## config.mk

```make
export PLATFORM = sky130hd
export DESIGN_NAME = uart_inst_feeder
export DESIGN_NICKNAME = d
export VERILOG_FILES = /design/src/rtl/uart_inst_feeder.sv
export SDC_FILE = /design/constraint.sdc
export NUM_CORES = 1
export LEC_CHECK = 0
export CAP_MARGIN = 40
export CORE_ASPECT_RATIO = 0.9
export CORE_UTILIZATION = 45
export CTS_CLUSTER_DIAMETER = 200
export DETAILED_ROUTE_END_ITERATION = 10
export DONT_BUFFER_PORTS = 1
export HOLD_SLACK_MARGIN = 0.08
export PLACE_DENSITY = 0.62
export SKIP_CTS_REPAIR_TIMING = 1
export SLEW_MARGIN = 40
export SYNTH_ARGS = -nofsm -noshare
export SYNTH_HDL_FRONTEND = slang
export SYNTH_SLANG_ARGS = --single-unit
export TNS_END_PERCENT = 20
```

## constraint.sdc

```tcl
create_clock -name clk -period 6.37 [get_ports clk]
set_input_delay 0.9555 -clock clk [delete_from_list [all_inputs] [get_ports clk]]
set_output_delay 0.9555 -clock clk [all_outputs]
set_load 0.005 [all_outputs]
```

## src/rtl/uart_inst_feeder.sv

```systemverilog
// rtl/uart_inst_feeder.sv - buffers UART RX instruction bytes and issues them to the sequencer
module uart_inst_feeder #(
  parameter int DEPTH   = 8,
  parameter int GAP     = 4,
  parameter int TIMEOUT = 1 << 20
) (
  input  logic                       clk,
  input  logic                       arst_i,
  input  logic [7:0]                 i_rx_data,
  input  logic                       i_rx_valid,
  input  logic                       i_enable,
  input  logic                       i_seq_tx_valid,
  input  logic                       i_tx_busy,
  input  logic                       i_clr_err,
  output logic [7:0]                 o_inst,
  output logic                       o_inst_valid,
  output logic                       o_send_inst,
  output logic [$clog2(DEPTH):0]     o_fifo_count,
  output logic                       o_overflow,
  output logic                       o_timeout
);

  localparam int AW = $clog2(DEPTH);
  localparam int CW = AW + 1;
  localparam int GW = $clog2(GAP) + 1;
  localparam int TW = 21;

  localparam logic [CW-1:0] FULL     = CW'(DEPTH);
  localparam logic [GW-1:0] GAP_LOAD = GW'(GAP - 1);
  localparam logic [TW-1:0] TO_LAST  = TW'(TIMEOUT - 1);

  typedef enum logic [1:0] {
    S_IDLE,
    S_GAP,
    S_WAIT_TXV,
    S_WAIT_BUSY
  } state_t;

  state_t          state, state_nxt;
  logic [7:0]      mem [DEPTH];
  logic [AW-1:0]   wr_ptr, rd_ptr;
  logic [CW-1:0]   count;
  logic [GW-1:0]   gap_cnt;
  logic [TW-1:0]   tcnt;

  logic [7:0]      head;
  logic            is_print;
  logic            pop, push, drop;
  logic            gap_load, tcnt_clr, to_set;

  assign head         = mem[rd_ptr];
  assign is_print     = (head[7:6] == 2'b11);
  // A full FIFO still accepts a byte when the FSM frees a slot in the same cycle.
  assign push         = i_rx_valid && ((count != FULL) || pop);
  assign drop         = i_rx_valid && (count == FULL) && !pop;
  assign o_fifo_count = count;

  always_ff @(posedge clk or posedge arst_i) begin
    if (arst_i) begin
      for (int i = 0; i < DEPTH; i++) mem[i] <= '0;
      wr_ptr <= '0;
      rd_ptr <= '0;
      count  <= '0;
    end else begin
      if (push) begin
        mem[wr_ptr] <= i_rx_data;
        wr_ptr      <= wr_ptr + AW'(1);
      end
      if (pop) rd_ptr <= rd_ptr + AW'(1);
      case ({push, pop})
        2'b10:   count <= count + CW'(1);
        2'b01:   count <= count - CW'(1);
        default: count <= count;
      endcase
    end
  end

  always_ff @(posedge clk or posedge arst_i) begin
    if (arst_i) state <= S_IDLE;
    else        state <= state_nxt;
  end

  always_comb begin
    state_nxt = state;
    pop       = 1'b0;
    gap_load  = 1'b0;
    tcnt_clr  = 1'b0;
    to_set    = 1'b0;
    case (state)
      S_IDLE: begin
        if (i_enable && (count != '0)) begin
          pop = 1'b1;
          if (is_print) begin
            state_nxt = S_WAIT_TXV;
            tcnt_clr  = 1'b1;
          end else begin
            state_nxt = S_GAP;
            gap_load  = 1'b1;
          end
        end
      end
      S_GAP: begin
        if (gap_cnt == '0) state_nxt = S_IDLE;
      end
      S_WAIT_TXV: begin
        if (i_seq_tx_valid) begin
          state_nxt = S_WAIT_BUSY;
          tcnt_clr  = 1'b1;
        end else if (tcnt == TO_LAST) begin
          state_nxt = S_GAP;
          gap_load  = 1'b1;
          to_set    = 1'b1;
        end
      end
      S_WAIT_BUSY: begin
        // tcnt==0 is the settle cycle: busy may not have risen yet.
        if ((tcnt != '0) && !i_tx_busy) begin
          state_nxt = S_GAP;
          gap_load  = 1'b1;
        end else if (tcnt == TO_LAST) begin
          state_nxt = S_GAP;
          gap_load  = 1'b1;
          to_set    = 1'b1;
        end
      end
      default: state_nxt = S_IDLE;
    endcase
  end

  always_ff @(posedge clk or posedge arst_i) begin
    if (arst_i) begin
      gap_cnt <= '0;
      tcnt    <= '0;
    end else begin
      if (gap_load)                          gap_cnt <= GAP_LOAD;
      else if (state == S_GAP && gap_cnt != '0) gap_cnt <= gap_cnt - GW'(1);

      if (tcnt_clr)                                        tcnt <= '0;
      else if (state == S_WAIT_TXV || state == S_WAIT_BUSY) tcnt <= tcnt + TW'(1);
    end
  end

  always_ff @(posedge clk or posedge arst_i) begin
    if (arst_i) begin
      o_inst       <= '0;
      o_inst_valid <= 1'b0;
      o_send_inst  <= 1'b0;
      o_overflow   <= 1'b0;
      o_timeout    <= 1'b0;
    end else begin
      if (pop) o_inst <= head;
      o_inst_valid <= pop;
      o_send_inst  <= pop && is_print;
      // Set beats clear when both happen in one cycle.
      if (drop)           o_overflow <= 1'b1;
      else if (i_clr_err) o_overflow <= 1'b0;
      if (to_set)         o_timeout  <= 1'b1;
      else if (i_clr_err) o_timeout  <= 1'b0;
    end
  end

endmodule

```

==> qor.csv <==
metric;value;unit
relSlewSlack;49.2;%
synth_area_leaders;dfrtp_1, mux2_2, mux4_2;
syn2layout_area_growth;8.99;%
cts_buffers;9;
start_util;46.1;%
synth_mux_area_share;22.4;%
status;finished, final reports clean;
drive_above_1_share;26.3;%
drt-pass1-iter-count;6;
route.detailed.wl_per_inst;17.5;um
max_cap_viol_count;0;
cts_max_level;3;
drtIter0Drc;162;
clock_path_buffers;2;
dieArea;12200;um^2
setup_viol;0;
max_freq;0.298;GHz
synth_fp_nets;437;
synthTopCellsByCount;dfrtp_1, mux2_2, nand2_1, nor2_1, xnor2_1;
tightest_slew;0.760;ns
setup_ws;3.01;ns
yosysTopAreaCell;dfrtp_1;
wl;9.99;mm
period_needed;3.36;ns
viasPerCell;5.44;
fin_worst_skew;0.00869;ns
grt_first_pass_wirelength;16.7;mm
track_usage;18.6;%
pin_count;31;
power_frac_comb;32.7;%
design.core.area;11400;um^2
holdCritPathClass;in2async;
synth_fa_ha_area_share;2.51;%
crit_path_top_delay_cell;or4b_2;
worstPathCellList;nor4_1, or4b_2, nand3_4, nand2_1, ha_1, ha_1, a21o_1, a21oi_1, xnor2_1, nor2_1, xor2_1;
ir_drop;0.248;mV
drcViolationCount;0;
p_switching;0.986;mW
cp_common_cell;ha_1;
final_nets;435;
synth_ff_type;dfrtp_1;
clk_pin_slew_worst_paths;0.07;ns
syn_inst;412;
pwr-share-clk;20.4;%
dp_slack;2.72;ns
end_kind;flop;
synth_cell_types;38;
num_rows;37;
synth_edf_count;0;
ys_seq_area_share;53.1;%
synth-seq-cells;112;
worst-setup-path-type;reg2reg;
crit_arrival;3.59;ns
p_int;1.99;mW
startpoint_type;flop;
power_density;517;nW/um^2
hpwl;6.59;mm
first_global_vias;3091;
ant_nets;0;
cp_max_fo;24;
diodes;0;
clk_latency;0.35;ns
grt_max_degree;84;
antenna_found_initial;0;
yosys_warnings;0;
synth_top_area_share;53.1;%
yosys.area_share.simple;11.9;%
cts_tree;done;
avgSynthCellArea;12.8;um^2
swShare;33.2;%
final.setup.tns;0;ns
period_share;52.8;%
synth-xor-area-share;4.98;%
gp_congestion;0.738;
cp.required;6.60;ns
synth_most_common_cell;dfrtp_1;
cpPeakStageDelay;0.95;ns
vias;3109;
async_reset_ff_share;100;%
synth_area;5280;um^2
whs;0.462;ns
final-hold-violation-count;0;
place.port_buffers;0;
rsz0062_at_grt;false;
seq_power_share;46.9;%
numClockSinks;112;
die_w;116;um
synth_compound_area_share;2.75;%
clockRootBuffer;clkbuf_16;
chipHeight;105;um
synth_top_family_by_area;multiplexers;
grt.overflow.total;0;
p_leak;2.42;nW
slew_viol_final;0;
power groups by stage:
stage          combinational (mW)  clock [mW]  sequential [mW]
2_1_floorplan               0.912           0             1.25
3_3_place_gp                0.956           0             1.39
3_5_place_dp                0.984           0             1.41
4_1_cts                     0.986       0.625             1.40
5_1_grt                      1.08       0.653             1.46
6_report                    0.973       0.606             1.39
cell type report:
| type | instances | area [um^2] |
|---|---|---|
| clock inverter | 5 | 87.6 |
| sequential | 112 | 2810 |
| fill | 1001 | 5680 |
| inverter | 15 | 58.8 |
| clock buffer | 11 | 233 |
| timing repair buffer | 2 | 21.3 |
| multi-input combinational | 270 | 2350 |
| tap | 156 | 195 |
final timing paths:
path / startpoint / end / slack, ns / depth (start not counted)
max: o_fifo_count[3] / o_fifo_count[3] / 3.01 / 11
min: arst_i / tcnt[8] / 0.46 / 1
max reg2reg: o_fifo_count[3] / o_fifo_count[3] / 3.01 / 11
min reg2reg: mem[30] / mem[30] / 0.50 / 1
max in group asynchronous: arst_i / rd_ptr[0] / 4.86 / 2
min in group clk: mem[30] / mem[30] / 0.50 / 1
cells in the final DEF (no fill, tap or decap), drive strengths merged, types with 14 or more instances in the layout:
master / netlist / routed
dfrtp: 112 / 112
mux2: 65 / 65
nand2: 30 / 30
nor2: 28 / 28
xnor2: 20 / 20
inv: 15 / 17
mux4: 16 / 16
nand3: 16 / 16
o21ai: 14 / 14
state kept, by name (all words and copies together) (netlist names):
name,flops
gap_cnt,3
mem,64
o_fifo_count,4
o_inst,8
o_inst_valid,1
o_overflow,1
o_send_inst,1
o_timeout,1
rd_ptr,3
state,2
tcnt,21
wr_ptr,3
metal layers:
layer / up-vias / track usage, % / part of all wire (%)
met2: 40 / 27.7 / 47
met1: 1589 / 25.5 / 47
met5: - / 0 / 0
met3: 11 / 6.26 / 4.5
li1: 1469 / - / -
met4: 0 / 6.14 / 1.4
through the flow:
step / instances / power [mW] / util, % / instance area (um^2)
6_report: 571 / 2.97 / 50.3 / 5750
5_1_grt: 571 / 3.19 / 50.3 / 5750
4_1_cts: 571 / 3.01 / 50.3 / 5750
3_5_place_dp: 555 / 2.39 / 47.5 / 5430
3_3_place_gp: 555 / 2.35 / 47.4 / 5420
2_1_floorplan: 412 / 2.16 / - / 5280
worst max-delay path: cells and delay by family (launching register included):
kind / cells / cell delay [ns]
AOI/OAI and AO/OA: 2 / 0.33
xor gates and xnor gates: 2 / 0.27
adders and majority gates: 2 / 0.55
DFF: 1 / 0.52
and+or+nand+nor: 5 / 1.57
kinds of logic (layout without fill, tap and decap cells):
kind of cell | count (synthesis) | after routing
AOI/OAI and AO/OA | 24 | 24
xor gates and xnor gates | 30 | 30
adders and majority gates | 10 | 10
buffers and inverters | 30 | 33
DFF | 112 | 112
muxes | 90 | 90
and+or+nand+nor | 116 | 116
Power figures use the tool's default switching activity.
